### src/rtl/ftdi_fifo_port.sv
// Byte-wide strobe engine for the FTDI FIFO-mode bridge: reads host bytes, writes core bytes, owns ADBUS turnaround.
// Latency: rxf_n fall -> rd_n fall SYNC_STAGES+1 cycles, rd_n fall -> rx_valid RD_LOW_CYC; tx load -> wr_n fall 2 cycles.
// Backpressure: no read starts while rx_valid is held (rx_ready low); tx_ready stays low until the held byte is written.
//
// Ports:
//   clock, resetN        : core clock, asynchronous active-low reset
//   rxf_n, txe_n         : FTDI status flags (asynchronous, active low)
//   rd_n, wr_n           : FTDI strobes (registered, active low)
//   adbus_in/out/oe      : shared ADBUS pad split into sample, drive value and drive enable
//   rx_data/valid/ready  : received byte stream toward the packet logic
//   tx_data/valid/ready  : outbound byte stream from the packet logic
module ftdi_fifo_port #(
  parameter int SYNC_STAGES  = 2,
  parameter int RD_LOW_CYC   = 4,
  parameter int RD_HIGH_CYC  = 3,
  parameter int WR_SETUP_CYC = 1,
  parameter int WR_LOW_CYC   = 2,
  parameter int WR_HIGH_CYC  = 3
) (
  input  logic       clock,
  input  logic       resetN,
  input  logic       rxf_n,
  input  logic       txe_n,
  output logic       rd_n,
  output logic       wr_n,
  input  logic [7:0] adbus_in,
  output logic [7:0] adbus_out,
  output logic       adbus_oe,
  output logic [7:0] rx_data,
  output logic       rx_valid,
  input  logic       rx_ready,
  input  logic [7:0] tx_data,
  input  logic       tx_valid,
  output logic       tx_ready
);

  localparam int CW = 8;

  typedef enum logic [2:0] {
    S_IDLE,
    S_RD_LOW,
    S_RD_HIGH,
    S_WR_SETUP,
    S_WR_LOW,
    S_WR_HIGH
  } state_t;

  state_t                 state;
  logic [CW-1:0]          cnt;
  logic [SYNC_STAGES-1:0] rxf_sync;
  logic [SYNC_STAGES-1:0] txe_sync;
  logic                   rxf_s;
  logic                   txe_s;
  logic                   tx_full;
  logic [7:0]             tx_reg;
  logic                   last_grant_wr;
  logic                   rd_ok;
  logic                   wr_ok;

  // Flag synchronizers; idle value is "not ready" so reset never fakes a request.
  always_ff @(posedge clock or negedge resetN) begin
    if (!resetN) begin
      rxf_sync <= '1;
      txe_sync <= '1;
    end else begin
      rxf_sync[0] <= rxf_n;
      txe_sync[0] <= txe_n;
      for (int i = 1; i < SYNC_STAGES; i++) begin
        rxf_sync[i] <= rxf_sync[i-1];
        txe_sync[i] <= txe_sync[i-1];
      end
    end
  end

  assign rxf_s    = rxf_sync[SYNC_STAGES-1];
  assign txe_s    = txe_sync[SYNC_STAGES-1];
  assign rd_ok    = ~rxf_s & ~rx_valid;
  assign wr_ok    = ~txe_s & tx_full;
  assign tx_ready = ~tx_full;

  always_ff @(posedge clock or negedge resetN) begin
    if (!resetN) begin
      state         <= S_IDLE;
      cnt           <= '0;
      rd_n          <= 1'b1;
      wr_n          <= 1'b1;
      adbus_oe      <= 1'b0;
      adbus_out     <= 8'h00;
      rx_data       <= 8'h00;
      rx_valid      <= 1'b0;
      tx_full       <= 1'b0;
      tx_reg        <= 8'h00;
      last_grant_wr <= 1'b1;
    end else begin
      // TX holding register load; cannot collide with the WR_LOW exit clear below.
      if (tx_valid && !tx_full) begin
        tx_full <= 1'b1;
        tx_reg  <= tx_data;
      end

      // Consumer handshake; a capture later in this block takes priority.
      if (rx_valid && rx_ready) begin
        rx_valid <= 1'b0;
      end

      case (state)
        S_IDLE: begin
          // Tie goes to whichever side was not served last.
          if (rd_ok && (!wr_ok || last_grant_wr)) begin
            state         <= S_RD_LOW;
            rd_n          <= 1'b0;
            cnt           <= CW'(RD_LOW_CYC - 1);
            last_grant_wr <= 1'b0;
          end else if (wr_ok) begin
            state         <= S_WR_SETUP;
            adbus_oe      <= 1'b1;
            adbus_out     <= tx_reg;
            cnt           <= CW'(WR_SETUP_CYC - 1);
            last_grant_wr <= 1'b1;
          end
        end

        S_RD_LOW: begin
          if (cnt == '0) begin
            state    <= S_RD_HIGH;
            rd_n     <= 1'b1;
            rx_data  <= adbus_in;
            rx_valid <= 1'b1;
            cnt      <= CW'(RD_HIGH_CYC - 1);
          end else begin
            cnt <= cnt - 1'b1;
          end
        end

        S_RD_HIGH: begin
          if (cnt == '0) state <= S_IDLE;
          else           cnt   <= cnt - 1'b1;
        end

        S_WR_SETUP: begin
          if (cnt == '0) begin
            state <= S_WR_LOW;
            wr_n  <= 1'b0;
            cnt   <= CW'(WR_LOW_CYC - 1);
          end else begin
            cnt <= cnt - 1'b1;
          end
        end

        S_WR_LOW: begin
          if (cnt == '0) begin
            // Data stays driven one more cycle past the rising strobe for hold.
            state   <= S_WR_HIGH;
            wr_n    <= 1'b1;
            tx_full <= 1'b0;
            cnt     <= CW'(WR_HIGH_CYC - 1);
          end else begin
            cnt <= cnt - 1'b1;
          end
        end

        S_WR_HIGH: begin
          adbus_oe <= 1'b0;
          if (cnt == '0) state <= S_IDLE;
          else           cnt   <= cnt - 1'b1;
        end

        default: begin
          state    <= S_IDLE;
          rd_n     <= 1'b1;
          wr_n     <= 1'b1;
          adbus_oe <= 1'b0;
        end
      endcase
    end
  end

endmodule
### config.mk
export PLATFORM = sky130hd
export DESIGN_NAME = ftdi_fifo_port
export DESIGN_NICKNAME = d
export VERILOG_FILES = /design/src/rtl/ftdi_fifo_port.sv
export SDC_FILE = /design/constraint.sdc
export NUM_CORES = 1
export LEC_CHECK = 0
export ABC_AREA = 1
export CORE_MARGIN = 8
export CORE_UTILIZATION = 52
export CTS_BUF_LIST = sky130_fd_sc_hd__clkbuf_16
export DETAILED_ROUTE_END_ITERATION = 8
export PLACE_DENSITY = 0.77
export SYNTH_ARGS = -nofsm -noshare
export SYNTH_HDL_FRONTEND = slang
export SYNTH_SLANG_ARGS = --single-unit
### constraint.sdc
create_clock -name clock -period 1.9 [get_ports clock]
set_input_delay 0.38 -clock clock [delete_from_list [all_inputs] [get_ports clock]]
set_output_delay 0.38 -clock clock [all_outputs]
set_load 0.05 [all_outputs]
# After elaboration in Yosys (flattened, before gate mapping)
# Index checks and enable logic that the tools add are counted.
# word_totals
ramBits	0
regBits	45
in_bits	22
output_inout_bits	21
rom_bits	0
latchBits	0
n_memories	0
wordCells	89
# op_classes
shifts	0
reduce_logical	23
mul	0
n_div	0
magnitude_cmp	0
n_addsub	1
n_eq_ne	14
muxes	28
bitwise_logic	10
# op_table
op	count
2-to-1 mux 8 bit	5
one-hot mux 8 bit (4 select lines)	1
2-to-1 mux 3 bit	6
one-hot mux 3 bit (5 select lines)	1
AND reduction 3 bit	5
inequality test 2 bit, second input constant	7
2-to-1 mux 1 bit	12
OR reduction 4 bit	3
zero test 8 bit	1
NOT 1 bit	8
subtractor 8 x 1 -> 8 bit, second input constant	1
equality test 3 x 2 -> 1 bit, second input constant	2
equality test 3 bit, second input constant	2
one-hot mux 1 bit (3 select lines)	2
AND reduction 5 bit	1
AND reduction 2 bit	2
nonzero test 4 bit	1
OR reduction 2 bit	2
equality test 3 x 1 -> 1 bit, second input constant	1
logical AND 1 bit	3
zero test 3 bit	1
inequality test 3 bit, second input constant	1
AND 1 bit	2
zero test 1 bit	2
4 further kinds	4

# Longest topological paths before layout
# logic_depth
depth_word	7
depth_mapped	10

# Least setup slack after synthesis
# No wires, ideal clock.
# synth_timing
path_kind	flip-flop to flip-flop
startpoint	reg cnt[0]
endpoint	reg rx_data[0]
required_time_ns	1.772
arrival_ns	1.395
setup_slack_ns	0.377
n_path_buf	0
path_stages_with_launch	7
path_cell_list	dfrtp_1 -> inv_1 -> ha_1 -> nand2_1 -> nor2_4 -> nand2_2 -> mux2_1
# synth_via
elab_chain_cells	2
# synth_lines
item	line	source
from (decl)	49	logic [CW-1:0] cnt;
from (signal assigned)	112	cnt <= CW'(RD_LOW_CYC - 1);
from (signal assigned)	118	cnt <= CW'(WR_SETUP_CYC - 1);
from (signal assigned)	129	cnt <= CW'(RD_HIGH_CYC - 1);
zero test 8 bit	124	if (cnt == '0) begin
AND reduction 2 bit (no line)	--	
to (signal assigned)	127	rx_data <= adbus_in;
to (decl)	29	output logic [7:0] rx_data,
# Every way passes these cells.
# A chain may end at the register's enable or synchronous reset.

# Worst setup path in the final report
# layout_timing
startpoint	reg adbus_out[7]
endpoint	out adbus_out[7]
# layout_rtl
item	line	source
from (decl)	27	output logic [7:0] adbus_out,
from (signal assigned)	117	adbus_out <= tx_reg;
# No word-level cell between the ends.

==> out/qor.yml <==
critical_path:
  ff2ff_setup_slack_ns: 0.16
  critPathLaunchType: "flop"
  required_ns: 1.52
  path_cells: "clkdlybuf4s50_1"
  crit_end: "adbus_out[7]"
  cp.depth: 1
  critPathBufInv: 1
  critPathTopFamily: "buffers and inverters"
  slowest_delay_ns: 0.82
  crit_arrival_ns: 1.47
  r2r-end: "rx_data[2]"
  rr_worst_depth: 6
  r2r_start: "cnt[0]"
  setup.worst_path.class: "flop to output port"
  worst_path_max_delay_cell: "clkdlybuf4s50_1"
  crit_fanout: 2
  end_kind: "output port"
  worstSetupStartpoint: "adbus_out[7]"
synth:
  syn_nets: 280
  synth_area_mm2: 0.00227
  ys_ff_latch: 45
  avgSynthCellArea_um2: 8.86
  yosys_warnings: 0
  synth_top_area_cell: "dfrtp_1"
  synth_top_area_share_pct: 41.9
  seq_area_frac_synth_pct: 50.1
  yosysUniqueCellTypes: 28
  syn_inst: 256
  synth_area_leaders: "dfrtp_1 42%, nand2_1 9.8%, dfstp_2 8.1%"
route:
  avgViaCountPerCell: 5.04
  firstDrtPassIters: 4
  postRouteAntennaNets: 0
  drtIter0Drc: 132
  routed_wl_mm: 4.79
  wire_per_inst_um: 13.5
  num_vias: 1795
  drcViolationCount: 0
clocking:
  clkTransAtPathRegs_ns: 0.06
  hold_buffers: 0
  clock_latency_ns: 0.28
  cts_resized: 0
  cts-htree-levels: 2
  cts_setup_buffers: 0
  numCtsBuffers: 5
  cts-root-buf: "clkbuf_16"
  cts.sinks: 45
  cts_tree: "built"
  cts_buffer_depth: 2
sta:
  worst_slew_pin_slew_ns: 0.555
  fin_crit_ns: 1.85
  fin_skew_ns: 0.00407
  max_freq_ghz: 0.542
  fin_crit_sh_pct: 97.2
  setup_violations: 0
  relSlewSlack_pct: 63.0
  rsz0062_at_grt: "no"
  tns_ns: 0
  fin_ws_ns: 0.0535
  slew_violations: 0
  hold_ws_ns: 0.171
  final_hold_viol_count: 0
die:
  coreArea_mm2: 0.00426
  start_util_pct: 53.2
  dieWidth_um: 82.0
  row_count: 24
  fp.dieH_um: 82.0
  die_area_mm2: 0.00673
  pin_count: 43
job:
  drv_cap: 0
global_routing:
  grt_usage_pct: 16.0
  overflow: 0
  first_global_vias: 1905
  grt_pass1_wl_mm: 8.52
  antenna_found_initial: 0
  grt_max_degree: 46
pwr:
  seqPwrFrac_pct: 28.0
  leakage_nw: 1.45
  ir_worst_vdd_mv: 1.26
  combPwrFrac_pct: 53.5
  p_per_area_mw_per_mm2: 2030
  p_int_mw: 3.19
  swShare_pct: 45.9
  clockPowerShare_pct: 18.6
  netSwitchingPower_mw: 2.70
place:
  hpwl_mm: 3.59
  post-place-ws_ns: 0.158
  placed_area_mm2: 0.00271
  dp_cells: 348
  place_congestion: 0.830
  numPortBuffers: 42
layout:
  drive_gt1_share_pct: 20.1
  diodes: 0
  final_cells: 356
  finalNetCount: 327
  fin_area_mm2: 0.00290
  fillers: 355
  area_growth_pct: 28.0
hold_path:
  min_path_type: "input pin to asynchronous set/reset pin"
outcome:
  status: "complete, no violations"
cell families after synthesis:
group                    count (synthesis)  synth area share (%)
buffers and inverters                   37                  6.51
XOR/XNOR                                 1                 0.386
AND/OR/NAND/NOR                        135                  31.2
multiplexers                             8                  3.97
AO/OA/AOI/OAI                           28                  6.73
flip-flops                              45                  50.1
adder cells (fa/ha/maj)                  2                  1.10
routing by layer:
layer | track usage [%] | vias to the layer above | part of all wire (%)
li1 | - | 901 | -
met1 | 19.6 | 843 | 42
met2 | 27.3 | 42 | 53
met3 | 3.17 | 9 | 3.1
met4 | 5.96 | 0 | 1.6
met5 | 0 | - | 0
cells in the final DEF (no fill, tap or decap), types with 2 or more instances in the layout:
cell             synthesis  layout
clkbuf_16                0       5
nor2_8                   2       2
o21ai_2                  3       3
nand4_1                  4       4
inv_2                    8       8
inv_1                   26      26
nand2_1                 59      59
a21oi_1                 11      11
nor3_1                   2       2
nand3_2                  2       2
nor2_2                   2       2
nor2_4                   5       5
dfstp_2                  7       7
o21ai_0                  3       3
o21ai_1                 10      10
nand2_2                  5       5
mux2_1                   8       8
nand3_1                 15      15
ha_1                     2       2
clkdlybuf4s50_1          0      32
dfrtp_1                 38      38
buf_4                    0      10
nand2_4                  7       7
nor2_1                  30      30
bufinv_16                0       2
cell usage after synthesis (all sizes together):
master and n:
a31oi 1, inv 34, nand2 71, a21oi 11, dfstp 7, ha 2, mux2 8, dfrtp 38
nand3 18, xor2 1, clkbuf 1, nor2 39, o21ai 16, nor3 2, nand3b 1, buf 2
nand4 4
worst reg2reg max path: stages, from the launching register on:
cell and delay, ns:
dfrtp_1 0.40, inv_1 0.12, ha_1 0.23, nand2_1 0.13
nor2_4 0.21, nand2_2 0.18, mux2_1 0.36
final cells by class:
class / instances / area (um^2) / area share [%]
Sequential cell: 45 / 1130 / 39.1
Inverter: 34 / 128 / 4.40
Tap cell: 52 / 65.1 / 2.24
Timing Repair Buffer: 43 / 400 / 13.8
Clock buffer: 5 / 125 / 4.31
Clock inverter: 3 / 65.1 / 2.24
Multi-Input combinational cell: 174 / 985 / 33.9
per-stage QoR:
step | util [%] | total power [mW]
6_report | 68.1 | 5.89
3_3_place_gp | 63.6 | 4.74
5_1_grt | 68.1 | 6.32
3_5_place_dp | 63.6 | 4.84
2_1_floorplan | - | 4.00
4_1_cts | 68.1 | 5.96
worst min path at each step:
stage,slack [ns],end,cells after the start,from
floorplan,0.08,adbus_oe,0,resetN
global placement,0.35,rxf_sync[1],0,rxf_sync[0]
detailed placement,0.35,rxf_sync[1],0,rxf_sync[0]
CTS,0.19,rx_data[5],2,resetN
global route,0.24,rx_data[0],2,resetN
finish,0.17,rx_data[6],2,resetN
power by group through the flow:
stage	clock network (mW)	logic [mW]	registers, mW
6_report	1.09	3.15	1.65
5_1_grt	1.15	3.47	1.70
4_1_cts	1.11	3.20	1.65
3_5_place_dp	0	3.17	1.67
3_3_place_gp	0	3.09	1.65
2_1_floorplan	0	1.65	2.35
Note: power is estimated with default switching activity, not from simulation.
